<file path="src/rtl/riscv_pkg.sv">
//==============================================================================
// Module      : riscv_pkg
// Description : Shared types and constants for the load/store unit: FSM state
//               encoding, funct3 access encodings and access-size helpers.
// Revision    : 1.0 - initial release
//==============================================================================
`default_nettype none

package riscv_pkg;

    // LSU control states
    typedef enum logic [1:0] {
        IDLE = 2'd0,
        REQ  = 2'd1,
        WAIT = 2'd2,
        RESP = 2'd3
    } lsu_state_t;

    // funct3 encodings shared by loads and stores
    localparam logic [2:0] F3_B  = 3'b000;
    localparam logic [2:0] F3_H  = 3'b001;
    localparam logic [2:0] F3_W  = 3'b010;
    localparam logic [2:0] F3_BU = 3'b100;
    localparam logic [2:0] F3_HU = 3'b101;

    // Access size codes derived from funct3[1:0]
    localparam logic [1:0] c_sz_b = 2'b00;
    localparam logic [1:0] c_sz_h = 2'b01;
    localparam logic [1:0] c_sz_w = 2'b10;

    // Reserved size encodings fall back to a full-word access
    function automatic logic [1:0] f3_size(input logic [1:0] f3_lo);
        case (f3_lo)
            2'b00:   return c_sz_b;
            2'b01:   return c_sz_h;
            default: return c_sz_w;
        endcase
    endfunction

endpackage

`default_nettype wire

</file>
<file path="src/rtl/lsu_align.sv">
//==============================================================================
// Module      : lsu_align
// Description : Combinational byte-lane logic. Store side builds byte enables
//               and lane-replicated write data; load side extracts the
//               addressed byte/half from the read word and extends it.
// Revision    : 1.0 - initial release
//==============================================================================
`default_nettype none

module lsu_align (
    input  logic [1:0]  i_st_size,
    input  logic [1:0]  i_st_lo,
    input  logic [31:0] i_st_data,
    output logic [3:0]  o_be,
    output logic [31:0] o_wdata,
    input  logic [2:0]  i_ld_funct3,
    input  logic [1:0]  i_ld_lo,
    input  logic [31:0] i_ld_word,
    output logic [31:0] o_ld_data
);
    import riscv_pkg::*;

    logic [15:0] w_lane;

    // Store: replicate the datum across all lanes, enable only the target ones
    always_comb begin
        o_be    = 4'hF;
        o_wdata = i_st_data;
        case (i_st_size)
            c_sz_b: begin
                o_be    = 4'b0001 << i_st_lo;
                o_wdata = {4{i_st_data[7:0]}};
            end
            c_sz_h: begin
                o_be    = 4'b0011 << {i_st_lo[1], 1'b0};
                o_wdata = {2{i_st_data[15:0]}};
            end
            default: ;
        endcase
    end

    // Load: shift the addressed lane down to bit 0, then extend per funct3
    always_comb begin
        w_lane = 16'(i_ld_word >> {i_ld_lo, 3'b000});
        case (i_ld_funct3)
            F3_B:    o_ld_data = {{24{w_lane[7]}}, w_lane[7:0]};
            F3_H:    o_ld_data = {{16{w_lane[15]}}, w_lane};
            F3_BU:   o_ld_data = {24'h0, w_lane[7:0]};
            F3_HU:   o_ld_data = {16'h0, w_lane};
            default: o_ld_data = i_ld_word;
        endcase
    end

endmodule

`default_nettype wire

</file>
<file path="src/rtl/load_store_unit.sv">
//==============================================================================
// Module      : load_store_unit
// Description : Load/store unit between the EX/MEM register and data memory.
//               Accepts one access per handshake, runs req/gnt/rvalid to
//               memory, returns extended load data to writeback, and aborts
//               with lsu_err if memory stalls for WAIT_MAX cycles.
//               Optional macro LSU_MISALIGN_TRAP_EN: misaligned half/word
//               accesses are rejected with lsu_err instead of being aligned.
// Revision    : 1.0 - initial release
//==============================================================================
`default_nettype none

module load_store_unit #(
    parameter int ADDR_W   = 10,
    parameter int WAIT_MAX = 255
) (
    input  logic              clk,
    input  logic              rst,
    input  logic              ex_valid,
    output logic              ex_ready,
    input  logic              ex_re,
    input  logic              ex_we,
    input  logic [2:0]        ex_funct3,
    input  logic [31:0]       ex_addr,
    input  logic [31:0]       ex_wdata,
    input  logic [4:0]        ex_rd,
    output logic              mem_req,
    output logic              mem_we,
    output logic [ADDR_W-1:0] mem_addr,
    output logic [3:0]        mem_be,
    output logic [31:0]       mem_wdata,
    input  logic              mem_gnt,
    input  logic              mem_rvalid,
    input  logic [31:0]       mem_rdata,
    output logic              wb_valid,
    output logic [4:0]        wb_rd,
    output logic [31:0]       wb_data,
    output logic              lsu_err
);
    import riscv_pkg::*;

    localparam int                    c_timer_w    = $clog2(WAIT_MAX + 1);
    localparam logic [c_timer_w-1:0]  c_timer_last = c_timer_w'(WAIT_MAX - 1);

    lsu_state_t           r_state;
    logic [c_timer_w-1:0] r_timer;
    logic                 r_we;
    logic [ADDR_W-1:0]    r_addr;
    logic [3:0]           r_be;
    logic [31:0]          r_wdata;
    logic [2:0]           r_funct3;
    logic [1:0]           r_lo;
    logic [4:0]           r_rd;
    logic [4:0]           r_wb_rd;
    logic [31:0]          r_wb_data;
    logic                 r_err;

    logic                 w_accept;
    logic                 w_is_store;
    logic                 w_trap;
    logic [1:0]           w_size;
    logic [1:0]           w_lo;
    logic [3:0]           w_be;
    logic [31:0]          w_wdata;
    logic [31:0]          w_ld_data;
    logic                 w_timeout;
    logic                 w_unused;

    // Upper address bits wrap away: memory is only 2^ADDR_W words deep
    assign w_unused   = ^ex_addr[31:ADDR_W+2];

    assign w_accept   = (r_state == IDLE) & ex_valid & (ex_re | ex_we);
    assign w_is_store = ex_we & ~ex_re;
    assign w_size     = f3_size(ex_funct3[1:0]);
    assign w_timeout  = (r_timer == c_timer_last);

`ifdef LSU_MISALIGN_TRAP_EN
    assign w_trap = ((w_size == c_sz_h) & ex_addr[0]) |
                    ((w_size == c_sz_w) & (ex_addr[1:0] != 2'b00));
`else
    assign w_trap = 1'b0;
`endif

    // Byte offset forced to natural alignment for the access size
    always_comb begin
        case (w_size)
            c_sz_b:  w_lo = ex_addr[1:0];
            c_sz_h:  w_lo = {ex_addr[1], 1'b0};
            default: w_lo = 2'b00;
        endcase
    end

    lsu_align u_align (
        .i_st_size   (w_size),
        .i_st_lo     (w_lo),
        .i_st_data   (ex_wdata),
        .o_be        (w_be),
        .o_wdata     (w_wdata),
        .i_ld_funct3 (r_funct3),
        .i_ld_lo     (r_lo),
        .i_ld_word   (mem_rdata),
        .o_ld_data   (w_ld_data)
    );

    // Control FSM, stall timer and request/response registers
    always_ff @(posedge clk) begin
        if (rst) begin
            r_state   <= IDLE;
            r_timer   <= '0;
            r_we      <= 1'b0;
            r_addr    <= '0;
            r_be      <= 4'h0;
            r_wdata   <= 32'h0;
            r_funct3  <= 3'b000;
            r_lo      <= 2'b00;
            r_rd      <= 5'd0;
            r_wb_rd   <= 5'd0;
            r_wb_data <= 32'h0;
            r_err     <= 1'b0;
        end else begin
            r_err <= 1'b0;
            case (r_state)
                IDLE: begin
                    if (w_accept) begin
                        if (w_trap) begin
                            r_err <= 1'b1;
                        end else begin
                            r_state  <= REQ;
                            r_timer  <= '0;
                            r_we     <= w_is_store;
                            r_addr   <= ex_addr[ADDR_W+1:2];
                            r_be     <= w_be;
                            r_wdata  <= w_is_store ? w_wdata : 32'h0;
                            r_funct3 <= ex_funct3;
                            r_lo     <= w_lo;
                            r_rd     <= ex_rd;
                        end
                    end
                end
                REQ: begin
                    if (mem_gnt) begin
                        r_state <= r_we ? IDLE : WAIT;
                        r_timer <= '0;
                    end else if (w_timeout) begin
                        r_state <= IDLE;
                        r_timer <= '0;
                        r_err   <= 1'b1;
                    end else begin
                        r_timer <= r_timer + c_timer_w'(1);
                    end
                end
                WAIT: begin
                    if (mem_rvalid) begin
                        r_state   <= RESP;
                        r_timer   <= '0;
                        r_wb_rd   <= r_rd;
                        r_wb_data <= w_ld_data;
                    end else if (w_timeout) begin
                        r_state <= IDLE;
                        r_timer <= '0;
                        r_err   <= 1'b1;
                    end else begin
                        r_timer <= r_timer + c_timer_w'(1);
                    end
                end
                RESP: begin
                    r_state <= IDLE;
                    r_timer <= '0;
                end
                default: r_state <= IDLE;
            endcase
        end
    end

    assign ex_ready  = (r_state == IDLE);
    assign mem_req   = (r_state == REQ);
    assign mem_we    = r_we;
    assign mem_addr  = r_addr;
    assign mem_be    = r_be;
    assign mem_wdata = r_wdata;
    assign wb_valid  = (r_state == RESP);
    assign wb_rd     = r_wb_rd;
    assign wb_data   = r_wb_data;
    assign lsu_err   = r_err;

endmodule

`default_nettype wire

</file>
<file path="config.mk">
export PLATFORM = sky130hd
export DESIGN_NAME = load_store_unit
export DESIGN_NICKNAME = d
export VERILOG_FILES = /design/src/rtl/riscv_pkg.sv /design/src/rtl/lsu_align.sv /design/src/rtl/load_store_unit.sv
export SDC_FILE = /design/constraint.sdc
export NUM_CORES = 1
export LEC_CHECK = 0
export ABC_AREA = 1
export BUFFER_PORTS_ARGS = -buffer_cell sky130_fd_sc_hd__buf_2
export CORE_MARGIN = 5
export CORE_UTILIZATION = 50
export CTS_CLUSTER_SIZE = 16
export DETAILED_ROUTE_END_ITERATION = 12
export GPL_ROUTABILITY_DRIVEN = 0
export PLACE_DENSITY_LB_ADDON = 0.2
export REMOVE_ABC_BUFFERS = 1
export SYNTH_ARGS = -nofsm -noshare
export SYNTH_HDL_FRONTEND = slang
export SYNTH_SLANG_ARGS = --single-unit
export TNS_END_PERCENT = 30
</file>
<file path="constraint.sdc">
create_clock -name clk -period 3.3 [get_ports clk]
set_input_delay 0.165 -clock clk [delete_from_list [all_inputs] [get_ports clk]]
set_output_delay 0.165 -clock clk [all_outputs]
set_load 0.05 [all_outputs]
</file>
Yosys cells after proc, flatten, opt, wreduce, memory -nomap -nowiden
Index checks and enable logic that the tools add are counted.
- flip-flop bits (word level): 105
- input port bits: 111
- output and inout bits: 88
- word-level logic and storage cells: 58
- add/sub/neg operators: 1
- equality and inequality tests: 10
- shifts and indexed selects: 3
- multiplexer cells: 21
- bitwise operators: 5
- reductions and logical operators: 6
- operator list (kind ; count):
    case mux 32 bit (4 select lines) ; 1
    case mux 32 bit (2 select lines) ; 1
    two-way mux 32 bit ; 1
    two-way mux 8 bit ; 4
    case mux 8 bit (4 select lines) ; 1
    >> shifter 32 x 5 -> 16 bit ; 1
    two-way mux 2 bit ; 5
    adder 8 x 1 -> 8 bit (second input constant) ; 1
    == test 8 bit (second input constant) ; 1
    case mux 2 bit (2 select lines) ; 2
    case mux 2 bit (4 select lines) ; 1
    case mux 4 bit (2 select lines) ; 1
    == test 2 x 1 -> 1 bit (second input constant) ; 3
    == test 3 bit (second input constant) ; 2
    logical NOT 2 bit ; 3
    == test 2 bit (second input constant) ; 2
    AND reduction 2 bit ; 2
    left shift 1 x 2 -> 4 bit (first input constant) ; 1
    left shift 2 x 2 -> 4 bit (first input constant) ; 1
    AND 1 bit ; 3
    == test 3 x 1 -> 1 bit (second input constant) ; 1
    logical NOT 3 bit ; 1
    two-way mux 1 bit ; 3
    inequality test 2 x 1 -> 1 bit (second input constant) ; 1
    3 further kinds ; 3

Logic depth before layout (Yosys ltp)
Gate-level depths: netlist of run 1.
- depth after elaboration: 6
- depth in mapped cells: 12
- gate-level depth less buffers: 12

By module
A second synthesis of run 1 with hierarchy kept.
- cells, all modules: 836
- area total of the unflattened synthesis: 5479.0 µm²
- modules (own cells, without submodules) (module ; times used ; cells each ; area each (µm²) ; seq. area each (µm²)):
    load_store_unit ; 1 ; 534 ; 4052.6 ; 2102.0
    lsu_align ; 1 ; 302 ; 1426.4 ; 0.0

Least setup slack after synthesis of run 1
No wires, ideal clock.
- path kind: register -> register
- start: reg r_state[0]
- end: reg r_timer[3]
- library setup time: 0.070 ns
- arrival time: 1.754 ns
- data required time: 3.230 ns
- path slack: 1.476 ns
- stages on the path, launching flop included: 11
- buffers on the path: 1
- clock period less this slack: 1.824 ns
- path through: dfxtp_1 inv_1 ha_1 nand2_1 inv_2 nand2_2 nand2_2 buf_6 nand2_2 or2_0 a21oi_1
- word-level cells in the longest chain between the ends: 4
- elaborated cells between the ends (all ways): 8
- classes of those cells: eq/ne: 4; mux: 1; bitwise: 2; reduce/logical: 1
- RTL lines (what ; RTL line ; RTL):
    start, declared ; load_store_unit.sv:45 ; lsu_state_t r_state;
    start signal, assigned ; load_store_unit.sv:142 ; r_state <= r_we ? IDLE : WAIT;
    logical NOT 2 bit (*) ; - ;
    net ex_ready ; load_store_unit.sv:20 ; output logic ex_ready,
    AND 1 bit (2 in a row) ; load_store_unit.sv:72 ; assign w_accept = (r_state == IDLE) & ex_valid & (ex_re | ex_we);
    inequality test 2 x 1 -> 1 bit (no source line) ; - ;
    end signal, assigned ; load_store_unit.sv:149 ; r_timer <= r_timer + c_timer_w'(1);
    end signal, assigned ; load_store_unit.sv:163 ; r_timer <= r_timer + c_timer_w'(1);
    end, declared ; load_store_unit.sv:46 ; logic [c_timer_w-1:0] r_timer;
Mark *: on every way through the listed nets, which the timed path passes. The rest lies on a longest branch.
A chain may end at the register's enable or synchronous reset.

Final worst setup path of run 1
- start: reg r_state[0]
- end: reg r_wb_data[17], in the netlist wb_data[17]
- word-level cells in the longest chain between the ends: 2
- RTL lines (what ; RTL line ; RTL):
    == test 2 bit ; load_store_unit.sv:122 ; case (r_state)
    AND reduction 2 bit (no source line) ; - ;
    end signal, assigned ; load_store_unit.sv:157 ; r_wb_data <= w_ld_data;
    end, declared ; load_store_unit.sv:55 ; logic [31:0] r_wb_data;
Every way passes these cells.

==> impl_metrics.tcl, run 1 <==
set metrics [dict create \
    areaGrowthSynthToFinish_pct 21.4 \
    clock_latency_ps 370 \
    slew_headroom_pct 30.4 \
    min-delay-path-class "input port to flip-flop" \
    worstMarginPinSlew_ps 1040 \
    antenna_found_initial 0 \
    htree_num_levels 3 \
    cts_setup_buffers 0 \
    insertedDiodeCount 0 \
    wire_per_inst_microns 13.7 \
    clkSlewWorstSetupHoldPaths_ps 100 \
    yosys.area.top_type "sky130_fd_sc_hd__dfxtp_1" \
    ir_drop_uv 277 \
    first_pass_grt_wire_length_microns 22200 \
    critical_path_launch_point_type "flip-flop" \
    detail_route.vias_per_cell 5.11 \
    postSynth.asyncResetShare_pct 0 \
    cts_hold_repair.buffers 0 \
    post_route_cells_drive_above_1_share_pct 26.2 \
    library_cell_with_the_highest_instance_count_after_synthesis "sky130_fd_sc_hd__nand2_1" \
    yosys-top-cells-count "190 x sky130_fd_sc_hd__nand2_1, 105 x sky130_fd_sc_hd__dfxtp_1, 98 x sky130_fd_sc_hd__nor2_1, 71 x sky130_fd_sc_hd__o21ai_0, 63 x sky130_fd_sc_hd__a21oi_1" \
    fmax_mhz 455 \
    clock-skew-final_ps 11.9 \
    synth.top_cell.area_share_pct 42.0 \
    crit_type "flip-flop to flip-flop" \
    total_wirelength_of_the_detailed_routed_design_microns 13900 \
    cp_data_arrival_time_ps 2470 \
    setup-tns-final_ps 0 \
    row_count 36 \
    grt_usage_pct 23.0 \
    power.leakage_nw 2.95 \
    cts_tree "yes" \
    ys_seq_elements 105 \
    synth-main-ff-cell "sky130_fd_sc_hd__dfxtp_1" \
    io_pins 199 \
    crit_required_ps 3570 \
    synth_cells 732 \
    detailedRoute.firstPassIterationCount 6 \
    die_w_microns 110 \
    cts_inserted_buffers 9 \
    final-hold-violation-count 0 \
    placedCellCount 1003 \
    grt_setup_unrepaired "no" \
    syn_area_sq_mm 0.00501 \
    routed-via-count 5206 \
    root_buffer "sky130_fd_sc_hd__clkbuf_8" \
    initial_utilization_pct 51.2 \
    post_synth_main_area_contributors "sky130_fd_sc_hd__dfxtp_1 42%, sky130_fd_sc_hd__nand2_1 14%, sky130_fd_sc_hd__nor2_1 7.3%" \
    synthesis.yosys.warnings 0 \
    stdcell_count 1019 \
    cts-root-to-sink-buffers 2 \
    worstSetupEndpointType "flip-flop" \
    drc 0 \
    vias_in_the_first_global_route 4876 \
    cts_repair_resize_count 0 \
    post_synth.cell_area_avg_sq_um 6.84 \
    gr-total-overflow 0 \
    initialDrtViolationCount 411 \
    outcome "finished clean" \
    report.final.setup_viol 0 \
    cap_viol_max_count 0 \
    dpl.hpwl_microns 10100 \
    die_area_sq_mm 0.0121 \
    number_of_enable_flip_flop_cells_after_synthesis 0 \
    core_area_sq_mm 0.00977 \
    place_ws_ps 1120 \
    io_buffers 178 \
    cts.sinks 105 \
    timing_max_transition_violations_final 0 \
    setup_ws_ps 1100 \
    period_minus_slack_ps 2200 \
    crit_fanout 69 \
    maximum_number_of_pins_on_one_net_before_global_route_repair 70 \
    pwr_density_cell_mw_per_mm2 532 \
    synth.distinct_cells 32 \
    part_of_the_yosys_area_used_for_sequential_elements_pct 42.0 \
    finish.net_count 998 \
    post-route-period-util_pct 66.6 \
    die_y_extent_microns 110 \
    ant_nets 0 \
]
logic make-up after synthesis:
group           share of synthesized area (%)
buf+inv                                  8.57
simple gates                             30.7
flops                                    42.0
compound gates                           17.3
fa+ha+maj                                1.50
area by class of cell:
type,instances,area [sq um]
timing repair buffer,182,921
tap,133,166
sequential,105,2100
clock inverter,4,73.8
fill,922,3690
multi-input combinational,534,2480
inverter,49,186
clock buffer,12,155
worst paths after layout:
path,startpoint,endpoint,slack (ps),depth (start not counted)
worst max-delay path,r_state[0],wb_data[17],1100,7
worst min-delay path,ex_addr[4],mem_addr[2],40,3
worst max register to register,r_state[0],wb_data[17],1100,7
worst min register to register,mem_wdata[4],mem_wdata[4],470,2
cell usage in the layout, fill, tap and decap left out, types with 6 or more instances in the layout:
cell type / n
sky130_fd_sc_hd__a21oi_1: 63
sky130_fd_sc_hd__buf_2: 178
sky130_fd_sc_hd__clkbuf_8: 11
sky130_fd_sc_hd__dfxtp_1: 105
sky130_fd_sc_hd__ha_1: 6
sky130_fd_sc_hd__inv_1: 44
sky130_fd_sc_hd__nand2_1: 190
sky130_fd_sc_hd__nand2_2: 6
sky130_fd_sc_hd__nand3_1: 47
sky130_fd_sc_hd__nor2_1: 98
sky130_fd_sc_hd__o21ai_0: 71
sky130_fd_sc_hd__o21ai_1: 10
sky130_fd_sc_hd__o21ai_2: 10
sky130_fd_sc_hd__o22ai_1: 8
sky130_fd_sc_hd__or2_2: 8
state kept, by name, indices dropped and copies added, names as in the netlist:
name       flops
r_state        2
mem_wdata     32
wb_rd          5
mem_addr      10
mem_be         4
lsu_err        1
r_lo           2
r_rd           5
wb_data       32
mem_we         1
r_timer        8
r_funct3       3
per-stage QoR:
step / power [W] / area (sq um) / hold slack, ps / utilization (%)
3_5_place_dp: 0.00235 / 5850 / 427 / 59.9
6_report: 0.00323 / 6080 / 39.5 / 62.2
4_1_cts: 0.00325 / 6080 / 23.7 / 62.2
2_1_floorplan: 0.00207 / 4770 / 234 / -
5_1_grt: 0.00341 / 6080 / 53.3 / 62.2
3_3_place_gp: 0.00233 / 5850 / 417 / 59.9
where the power goes:
part,switching (W),internal [W]
registers,0.0000698,0.00135
logic,0.000653,0.000252
clock network,0.000438,0.000471
worst max-delay path: stages (launching register included):
cell and delay (ps):
sky130_fd_sc_hd__dfxtp_1 360, sky130_fd_sc_hd__inv_1 120, sky130_fd_sc_hd__ha_1 170, sky130_fd_sc_hd__nand2_1 200, sky130_fd_sc_hd__inv_2 810, sky130_fd_sc_hd__nand2_1 130
sky130_fd_sc_hd__o21ai_0 220, sky130_fd_sc_hd__inv_1 50
metal layers:
layer / vias to the layer above / global-route usage (%) / wire, microns
li1: 2659 / - / -
met1: 2319 / 28.3 / 5840
met2: 208 / 38.2 / 6560
met3: 20 / 5.82 / 1280
met4: 0 / 9.44 / 262
met5: - / 0 / 0
No activity file was read; power rests on OpenSTA's default activity.
==> run 2, diff against run 1 <==
--- a/config.mk
+++ b/config.mk
@@ -5,10 +5,10 @@
 export SDC_FILE = /design/constraint.sdc
 export NUM_CORES = 1
 export LEC_CHECK = 0
-export ABC_AREA = 1
+export ABC_AREA = 0
 export BUFFER_PORTS_ARGS = -buffer_cell sky130_fd_sc_hd__buf_2
 export CORE_MARGIN = 5
-export CORE_UTILIZATION = 50
+export CORE_UTILIZATION = 43
 export CTS_CLUSTER_SIZE = 16
 export DETAILED_ROUTE_END_ITERATION = 12
 export GPL_ROUTABILITY_DRIVEN = 0
==> constraint.sdc (replaced) <==
create_clock -name clk -period 2 [get_ports clk]
set_input_delay 0.1 -clock clk [delete_from_list [all_inputs] [get_ports clk]]
set_output_delay 0.1 -clock clk [all_outputs]
set_load 0.05 [all_outputs]
==> run 2 against run 1 <==
  * Sequential power rose by 58%
  * Synthesized cell count fell by 22%
  * Final cell count fell by 11%
  * Highest routed layer unchanged
  * Global-route usage fell by 2.1 points
  * Combinational power rose by 20%
  * Power rose by 45%
  * Wire length rose by 1.6%
  * Non-clock buffer count rose by 39
==> impl_metrics.tcl, run 2 <==
set metrics [dict create \
    cts_tree "yes" \
    holdPathEnd "wb_data[26]" \
    die_w_microns 115 \
    cts_setup_buffers 0 \
    regToRegSetupSlack_ps 190 \
    post_synth.cell_area_avg_sq_um 8.26 \
    initialDrtViolationCount 382 \
    pwr_density_cell_mw_per_mm2 755 \
    total_power_w 0.00469 \
    drc 0 \
    total_wirelength_of_the_detailed_routed_design_microns 14200 \
    detailedRoute.firstPassIterationCount 4 \
    io_pins 199 \
    part_of_the_yosys_area_used_for_sequential_elements_pct 44.4 \
    stdcell_count 905 \
    power.switching_fraction_pct 32.4 \
    intPower_w 0.00317 \
    outcome "finished clean" \
    placedCellCount 864 \
    worstMarginPinSlew_ps 668 \
    worstSetupEndpointType "flip-flop" \
    min_path_cells 3 \
    dpl.hpwl_microns 9890 \
    report.final.setup_viol 0 \
    period_minus_slack_ps 1810 \
    timing_max_transition_violations_final 0 \
    die_y_extent_microns 115 \
    synth-main-ff-cell "sky130_fd_sc_hd__dfxtp_1" \
    syn_area_sq_mm 0.00473 \
    insertedDiodeCount 0 \
    yosys.area.top_type "sky130_fd_sc_hd__dfxtp_1" \
    sequentialPowerShare_pct 47.9 \
    power_switching_w 0.00152 \
    clockPowerShare_pct 28.8 \
    r2r_path_end "mem_addr[5]" \
    vias_in_the_first_global_route 4632 \
    wire_per_inst_microns 15.7 \
    share_comb_of_total_power_pct 23.3 \
    critical_path_launch_point_type "flip-flop" \
    power.leakage_nw 2.66 \
    antenna_found_initial 0 \
    library_cell_with_the_highest_instance_count_after_synthesis "sky130_fd_sc_hd__dfxtp_1" \
    layout.cells.most_common "sky130_fd_sc_hd__buf_2" \
    post_route_cells_drive_above_1_share_pct 28.4 \
    core_area_sq_mm 0.0108 \
    maximum_number_of_pins_on_one_net_before_global_route_repair 57 \
    routed-via-count 4816 \
    crit_fanout 11 \
    min-delay-path-class "input port to flip-flop" \
    clock_latency_ps 360 \
    htree_num_levels 3 \
    post-route-period-util_pct 90.7 \
    synth.top_cell.area_share_pct 44.4 \
    cts_repair_resize_count 0 \
    synthesis.yosys.warnings 0 \
    gr-total-overflow 0 \
    yosys-top-cells-count "105 x sky130_fd_sc_hd__dfxtp_1, 99 x sky130_fd_sc_hd__a21oi_1, 94 x sky130_fd_sc_hd__nand2_1, 46 x sky130_fd_sc_hd__o21ai_0, 42 x sky130_fd_sc_hd__nor2_1" \
    number_of_enable_flip_flop_cells_after_synthesis 0 \
    slew_headroom_pct 55.4 \
    finish.net_count 877 \
    cts-root-to-sink-buffers 2 \
    crit_type "flip-flop to flip-flop" \
    cap_viol_max_count 0 \
    clkSlewWorstSetupHoldPaths_ps 100 \
    synth_cells 573 \
    ir_drop_uv 405 \
    fmax_mhz 551 \
    grt_setup_unrepaired "no" \
    ant_nets 0 \
    cts.sinks 105 \
    final-hold-violation-count 0 \
    hold_start "mem_rdata[26]" \
    io_buffers 178 \
    clock-skew-final_ps 9.76 \
    initial_utilization_pct 43.8 \
    ys_seq_elements 105 \
    cts_inserted_buffers 9 \
    areaGrowthSynthToFinish_pct 31.3 \
    synth.distinct_cells 43 \
    row_count 38 \
    crit_required_ps 2280 \
    root_buffer "sky130_fd_sc_hd__clkbuf_8" \
    worst_r2r_path_depth 6 \
    layout_common_cells "178 x sky130_fd_sc_hd__buf_2, 105 x sky130_fd_sc_hd__dfxtp_1, 99 x sky130_fd_sc_hd__a21oi_1, 94 x sky130_fd_sc_hd__nand2_1, 46 x sky130_fd_sc_hd__o21ai_0" \
    die_area_sq_mm 0.0132 \
    post_synth_main_area_contributors "sky130_fd_sc_hd__dfxtp_1 44%, sky130_fd_sc_hd__a21oi_1 10%, sky130_fd_sc_hd__nand2_1 7.5%" \
    grt_usage_pct 20.9 \
    postSynth.asyncResetShare_pct 0 \
    rr_startpoint "r_state[0]" \
    detail_route.vias_per_cell 5.32 \
    cp_data_arrival_time_ps 2100 \
    first_pass_grt_wire_length_microns 22600 \
]
## run 2: changes by cell type after synthesis, sizes merged, moves of 9 or more
| cell | delta |
|---|---|
| a21oi | +36 |
| clkbuf | +9 |
| inv | -42 |
| mux2i | +33 |
| nand2 | -103 |
| nand3 | -44 |
| nand3b | +10 |
| nor2 | -57 |
| o21ai | -44 |
| o221ai | +10 |
| or2 | -9 |
## run 2: power by group through the flow
stage                     combinational [W]  sequential, W  clock (W)
after floorplan                    0.000406        0.00254          0
after global placement              0.00103        0.00229          0
after detailed placement            0.00105        0.00229          0
after CTS                           0.00109        0.00225    0.00139
after global routing                0.00118        0.00226    0.00149
final                               0.00109        0.00225    0.00135
## run 2: critical path: stages, from the launching register on
cell and delay (ps):
sky130_fd_sc_hd__dfxtp_1 370, sky130_fd_sc_hd__inv_1 100, sky130_fd_sc_hd__ha_1 380, sky130_fd_sc_hd__o211a_1 430
sky130_fd_sc_hd__buf_4 250, sky130_fd_sc_hd__nand2_1 70, sky130_fd_sc_hd__a21oi_1 130
## run 2: how the worst max path moves through the flow
stage,slack (ps),startpoint,endpoint
floorplan,-860,r_state[0],mem_wdata[0]
global placement,300,r_state[0],mem_addr[2]
detailed placement,240,r_state[0],mem_addr[7]
CTS,210,r_state[0],mem_addr[8]
global route,50,r_state[0],mem_addr[3]
finish,190,r_state[0],mem_addr[5]
## run 2: cells by family after synthesis
| kind of cell | share of synthesized area [%] |
|---|---|
| xor gates and xnor gates | 1.11 |
| and+or+nand+nor | 15.6 |
| DFF | 44.4 |
| muxes | 8.17 |
| adders and majority gates | 1.59 |
| AOI/OAI and AO/OA | 24.5 |
| buffers and inverters | 4.63 |
## run 2: cell type report
| class | count | area, sq um |
|---|---|---|
| fill | 1017 | 4580 |
| sequential | 105 | 2100 |
| clock buffer | 12 | 145 |
| clock inverter | 4 | 51.3 |
| multi-input combinational | 416 | 2410 |
| timing repair buffer | 221 | 1300 |
| tap | 140 | 175 |
| inverter | 7 | 26.3 |
## run 2: metrics by stage
step | setup slack, ps | hold WS [ps] | util [%] | TNS (ps) | instance area, sq um
floorplan | -862 | 169 | - | -43000 | 4540
global placement | 297 | 342 | 53.4 | 0 | 5760
detailed placement | 236 | 349 | 53.4 | 0 | 5760
CTS | 210 | 1.92 | 57.5 | 0 | 6210
global route | 54.3 | 1.19 | 57.5 | 0 | 6210
finish | 187 | 18.6 | 57.5 | 0 | 6210
## run 2: routing by layer
metal	GRT usage (%)	up-vias	routed length [microns]
met3	5.26	22	1240
met1	26.6	2235	6010
met2	34.6	172	6670
li1	-	2387	-
met5	0	-	0
met4	7.12	0	255
## run 2: timing repair
item / in CTS / in global routing
endpoints found under the hold margin: 25 / 0
hold buffers: 25 / 0
endpoints found under the setup margin: 0 / 0
